===== src/rtl/aqp_esp_cmd.sv =====
// ESP core-specific command handler: reset request pulse, keyboard matrix,
// hand-controller state and a small keyboard character FIFO for the Z80 side.
module aqp_esp_cmd #(
  parameter int KBBUF_AW     = 4,
  parameter int RESET_CYCLES = 16
) (
  input  logic        clk,
  input  logic        reset_n,
  input  logic        spi_msg_end,
  input  logic [7:0]  spi_cmd,
  input  logic [63:0] spi_rxdata,
  output logic        reset_req,
  output logic [63:0] keys,
  output logic [7:0]  hctrl1,
  output logic [7:0]  hctrl2,
  input  logic        kbbuf_rd,
  input  logic        kbbuf_clr,
  output logic [7:0]  kbbuf_data,
  output logic        kbbuf_empty,
  output logic        kbbuf_ovf
);

  localparam int RCW   = $clog2(RESET_CYCLES + 1);
  localparam int DEPTH = 1 << KBBUF_AW;
  localparam logic [KBBUF_AW:0] DEPTH_C = {1'b1, {KBBUF_AW{1'b0}}};

  localparam logic [7:0] CMD_RESET      = 8'h01;
  localparam logic [7:0] CMD_KEYB       = 8'h10;
  localparam logic [7:0] CMD_HCTRL      = 8'h11;
  localparam logic [7:0] CMD_WRITE_KBUF = 8'h12;

  logic                load_rst_s;
  logic                load_keys_s;
  logic                load_hctrl_s;
  logic                push_req_s;
  logic                push_ok_s;
  logic                pop_ok_s;

  logic [RCW-1:0]      rst_cnt_r;
  logic [RCW-1:0]      rst_cnt_nxt_s;
  logic                reset_req_r;
  logic [63:0]         keys_r;
  logic [7:0]          hctrl1_r;
  logic [7:0]          hctrl2_r;

  logic [7:0]          kbbuf_mem_r [DEPTH];
  logic [KBBUF_AW-1:0] wr_ptr_r;
  logic [KBBUF_AW-1:0] wr_ptr_nxt_s;
  logic [KBBUF_AW-1:0] rd_ptr_r;
  logic [KBBUF_AW-1:0] rd_ptr_nxt_s;
  logic [KBBUF_AW:0]   count_r;
  logic [KBBUF_AW:0]   count_nxt_s;
  logic                ovf_r;
  logic                ovf_nxt_s;

  // Command decode, qualified by the end-of-message strobe.
  always_comb begin
    load_rst_s   = 1'b0;
    load_keys_s  = 1'b0;
    load_hctrl_s = 1'b0;
    push_req_s   = 1'b0;
    if (spi_msg_end) begin
      case (spi_cmd)
        CMD_RESET:      load_rst_s   = 1'b1;
        CMD_KEYB:       load_keys_s  = 1'b1;
        CMD_HCTRL:      load_hctrl_s = 1'b1;
        CMD_WRITE_KBUF: push_req_s   = 1'b1;
        default: ;
      endcase
    end else begin
      load_rst_s = 1'b0;
    end
  end

  // Reset pulse counter: a reload restarts the full pulse length.
  always_comb begin
    rst_cnt_nxt_s = rst_cnt_r;
    if (load_rst_s) begin
      rst_cnt_nxt_s = RCW'(RESET_CYCLES);
    end else if (rst_cnt_r != {RCW{1'b0}}) begin
      rst_cnt_nxt_s = rst_cnt_r - RCW'(1);
    end else begin
      rst_cnt_nxt_s = rst_cnt_r;
    end
  end

  // FIFO next state; clear overrides any same-cycle push or pop.
  always_comb begin
    pop_ok_s     = kbbuf_rd && (count_r != {(KBBUF_AW+1){1'b0}});
    push_ok_s    = push_req_s && ((count_r < DEPTH_C) || pop_ok_s);
    wr_ptr_nxt_s = wr_ptr_r;
    rd_ptr_nxt_s = rd_ptr_r;
    count_nxt_s  = count_r;
    ovf_nxt_s    = ovf_r;
    if (kbbuf_clr) begin
      wr_ptr_nxt_s = {KBBUF_AW{1'b0}};
      rd_ptr_nxt_s = {KBBUF_AW{1'b0}};
      count_nxt_s  = {(KBBUF_AW+1){1'b0}};
      ovf_nxt_s    = 1'b0;
    end else begin
      if (push_ok_s) begin
        wr_ptr_nxt_s = wr_ptr_r + KBBUF_AW'(1);
      end else begin
        wr_ptr_nxt_s = wr_ptr_r;
      end
      if (pop_ok_s) begin
        rd_ptr_nxt_s = rd_ptr_r + KBBUF_AW'(1);
      end else begin
        rd_ptr_nxt_s = rd_ptr_r;
      end
      case ({push_ok_s, pop_ok_s})
        2'b10:   count_nxt_s = count_r + (KBBUF_AW+1)'(1);
        2'b01:   count_nxt_s = count_r - (KBBUF_AW+1)'(1);
        default: count_nxt_s = count_r;
      endcase
      if (push_req_s && !push_ok_s) begin
        ovf_nxt_s = 1'b1;
      end else begin
        ovf_nxt_s = ovf_r;
      end
    end
  end

  // State registers for command results, reset pulse and FIFO control.
  always_ff @(posedge clk or negedge reset_n) begin
    if (!reset_n) begin
      rst_cnt_r   <= {RCW{1'b0}};
      reset_req_r <= 1'b0;
      keys_r      <= {64{1'b1}};
      hctrl1_r    <= 8'hFF;
      hctrl2_r    <= 8'hFF;
      wr_ptr_r    <= {KBBUF_AW{1'b0}};
      rd_ptr_r    <= {KBBUF_AW{1'b0}};
      count_r     <= {(KBBUF_AW+1){1'b0}};
      ovf_r       <= 1'b0;
    end else begin
      rst_cnt_r   <= rst_cnt_nxt_s;
      reset_req_r <= (rst_cnt_nxt_s != {RCW{1'b0}});
      if (load_keys_s) begin
        keys_r <= spi_rxdata;
      end
      if (load_hctrl_s) begin
        hctrl1_r <= spi_rxdata[55:48];
        hctrl2_r <= spi_rxdata[63:56];
      end
      wr_ptr_r <= wr_ptr_nxt_s;
      rd_ptr_r <= rd_ptr_nxt_s;
      count_r  <= count_nxt_s;
      ovf_r    <= ovf_nxt_s;
    end
  end

  // FIFO storage; contents are meaningless while count is zero, so no reset.
  always_ff @(posedge clk) begin
    if (push_ok_s && !kbbuf_clr) begin
      kbbuf_mem_r[wr_ptr_r] <= spi_rxdata[63:56];
    end
  end

  assign reset_req   = reset_req_r;
  assign keys        = keys_r;
  assign hctrl1      = hctrl1_r;
  assign hctrl2      = hctrl2_r;
  assign kbbuf_empty = (count_r == {(KBBUF_AW+1){1'b0}});
  assign kbbuf_data  = kbbuf_empty ? 8'h00 : kbbuf_mem_r[rd_ptr_r];
  assign kbbuf_ovf   = ovf_r;

endmodule


===== config.mk =====
export PLATFORM = sky130hd
export DESIGN_NAME = aqp_esp_cmd
export DESIGN_NICKNAME = d
export VERILOG_FILES = /design/src/rtl/aqp_esp_cmd.sv
export SDC_FILE = /design/constraint.sdc
export NUM_CORES = 1
export LEC_CHECK = 0
export CAP_MARGIN = 20
export CORE_MARGIN = 2
export CORE_UTILIZATION = 34
export CTS_BUF_LIST = sky130_fd_sc_hd__clkbuf_16
export DETAILED_ROUTE_END_ITERATION = 8
export PLACE_DENSITY = 0.59
export SYNTH_ARGS = -nofsm -noshare
export SYNTH_HDL_FRONTEND = slang
export SYNTH_SLANG_ARGS = --single-unit
export TNS_END_PERCENT = 5

===== constraint.sdc =====
create_clock -name clk -period 3.5 [get_ports clk]
set_clock_uncertainty 0.15 [all_clocks]
set_input_delay 0.35 -clock clk [delete_from_list [all_inputs] [get_ports clk]]
set_output_delay 0.35 -clock clk [all_outputs]
set_load 0.1 [all_outputs]

==> impl_metrics.ini <==
[outcome]
outcome = finished clean

[job]
maxCapViolations = 0

[timing]
rsz0062_at_grt = no
fin_setup_tns_ps = 0
hold_viol = 0
fin_crit_ps = 3160
setup_violations = 0
slew_viol_final = 0
timing.final.crit_share = 0.904
max_freq_ghz = 0.316
whs_ps = 37.5
relSlewSlack = 0.315
postLayoutSetupSlackWorst_ps = 336
tightest_slew_ps = 1020

[floorplan]
core_um2 = 26800
dieHeight_um = 169
rows = 60
start_util = 0.344
die-width_um = 169
die-area_um2 = 28500
ioPinCount = 168

[detailed_routing]
top_layer = met4
ant_nets = 0
dr.pass1.iters = 4
m1WireLength_mm = 8.72
wl_met3_mm = 1.93
first_iter_violations = 275
wirelength_mm = 20.6
dr_wl_met2_mm = 9.66
wire_per_inst_um = 19.3
drc = 0
vias = 5201
drt-vias-per-instance = 4.88

[layout]
syn_to_final_growth_pct = 33.3
multi_input_area_um2 = 2670
final_core_util = 0.459
seq_area_um2 = 6450
nNetsFinal = 791
drive_above_1_share = 0.403
n_fill_cell = 2265
n_antenna_cell = 0

[clocking]
h-tree-depth = 1
cts_made_buffers = 24
path_clk_slew_ps = 60
holdBufCountCts = 0
clk_latency_ps = 510
cts-root-buf = clkbuf_16
post-cts-setup-buffer-count = 0
cts.sinks = 228
ctsResizeCount = 0
cts_tree = yes
cts_max_path_buffers = 3

[synthesis]
synth_edf_count = 128
syn-num-nets = 595
yosys_register_bits = 228
syn_area_um2 = 9230
yosysUniqueCellTypes = 43
synthArstFlopShare = 0.439
yosysSeqAreaShare = 0.698
syn_inst = 510
syn_avg_cell_area_um2 = 18.1
synth_flop_cell = edfxtp_1
ys_warn_count = 0

[pwr]
peakVddDrop_uv = 304
power.total_mw = 7.11
p_leak_nw = 4.41
powerDensity_nw_per_um2 = 578

[critical_path]
criticalPathCategory = reg -> reg
cp.arrival_ps = 3430
r2r_start = count_r[1]$_DFFE_PN0P_
crit_path_max_fanout = 9
critical_path.startpoint = count_r[1]$_DFFE_PN0P_
cp-end-kind = register
start_kind = register
required_ps = 3770

[placed_design]
place.gp.congestion = 0.789
dp_hpwl_mm = 13.9
dp_slack_ps = 240
portBuffers = 167

[min_path]
min_path_type = in -> async

[global_route]
grt.overflow.total = 0
track_usage = 0.148
antenna_found_initial = 0
grt_pass1_wl_mm = 32.8
grt_pass1_vias = 5733
grt_max_degree = 54
==> layout make-up <==
type | instances | share of cell area
clock buffer | 25 | 0.0508
clock inverter | 19 | 0.0143
inverter | 7 | 0.00214
multi-input combinational | 254 | 0.217
sequential | 228 | 0.524
tap | 341 | 0.0347
timing repair buffer | 191 | 0.157
==> worst paths after layout <==
kind | end | slack, ps | cells after the start
setup / recovery | count_r[3]$_DFFE_PN0P_ | 340 | 7
hold / removal | keys[10]$_DFFE_PN1P_ | 40 | 1
setup reg to reg | count_r[3]$_DFFE_PN0P_ | 340 | 7
hold reg to reg | kbbuf_ovf$_DFFE_PN0P_ | 360 | 2
max in group asynchronous | hctrl2[5]$_DFFE_PN1P_ | 2640 | 2
min in group clk | keys[6]$_DFFE_PN1P_ | 270 | 2
==> Yosys cell counts, types with 4 or more instances <==
library cell,instances,area [um^2]
edfxtp_1,128,3840
dfstp_2,80,2100
mux2_2,80,901
mux4_2,40,901
nor2_1,39,146
dfrtp_1,20,500
buf_2,11,55.1
clkbuf_1,9,33.8
nor2b_1,9,56.3
ha_1,8,100
nand2_1,8,30.0
nor3_1,8,40.0
a21oi_1,7,35.0
inv_1,7,26.3
o21ai_0,6,30.0
xnor2_1,6,52.6
mux2i_1,4,40.0
or3_1,4,25.0
xor2_1,4,35.0
==> cell usage in the layout (no fill, tap or decap), types with 3 or more instances in the layout <==
| cell | instances |
|---|---|
| buf_12 | 10 |
| dfstp_2 | 80 |
| xnor2_1 | 6 |
| mux2_2 | 80 |
| mux4_2 | 40 |
| buf_4 | 30 |
| nor3_1 | 8 |
| nor2_1 | 38 |
| clkinvlp_4 | 3 |
| edfxtp_1 | 128 |
| nor2b_1 | 9 |
| xor2_1 | 4 |
| nand3_1 | 3 |
| nand2_1 | 7 |
| ha_1 | 8 |
| dfrtp_1 | 19 |
| clkinv_1 | 4 |
| inv_1 | 8 |
| clkinv_2 | 4 |
| mux2i_1 | 4 |
| or4_1 | 3 |
| clkdlybuf4s50_1 | 151 |
| o21ai_0 | 6 |
| a21oi_1 | 7 |
| or3_1 | 4 |
| clkbuf_16 | 25 |
==> flip-flops by register name (all words and copies together), names as in the netlist <==
signal and flops:
keys 64, reset_req 1, hctrl1 8, rst_cnt_r 5, count_r 5, hctrl2 8, rd_ptr_r 4, kbbuf_ovf 1
wr_ptr_r 4, kbbuf_mem_r 128
==> cell families after synthesis <==
family / synth area share
XOR/XNOR: 0.00949
AND/OR/NAND/NOR: 0.0518
AO/OA/AOI/OAI: 0.0150
multiplexers: 0.201
flip-flops: 0.698
buffers and inverters: 0.0137
adder cells (fa/ha/maj): 0.0108
==> through the flow <==
step / instance area (um^2) / std cells
after floorplan: 9240 / 510
after global placement: 11500 / 1021
after detailed placement: 11500 / 1021
after CTS: 12300 / 1065
after global routing: 12300 / 1065
final: 12300 / 1065
==> where the power goes <==
part / leakage, nW / switching (mW) / total, mW / internal, mW
Clock: 0.392 / 1.07 / 2.53 / 1.46
Combinational: 1.78 / 1.03 / 1.53 / 0.503
Sequential: 2.24 / 0.0771 / 3.04 / 2.97
Total: 4.41 / 2.18 / 7.11 / 4.93
==> layer usage <==
layer	vias up	GRT usage
met3	25	0.0556
met5	-	0
met2	200	0.237
met1	2642	0.191
li1	2334	-
met4	0	0.0326
==> worst max-delay path, stage by stage (launching register included) <==
cell and delay (ps):
dfrtp_1 470, or4_1 620, o21ai_2 370, nor2_1 210
ha_1 400, a2111oi_0 520, o21ai_0 190, o32ai_2 140
Note: power is estimated with default switching activity, not from simulation.
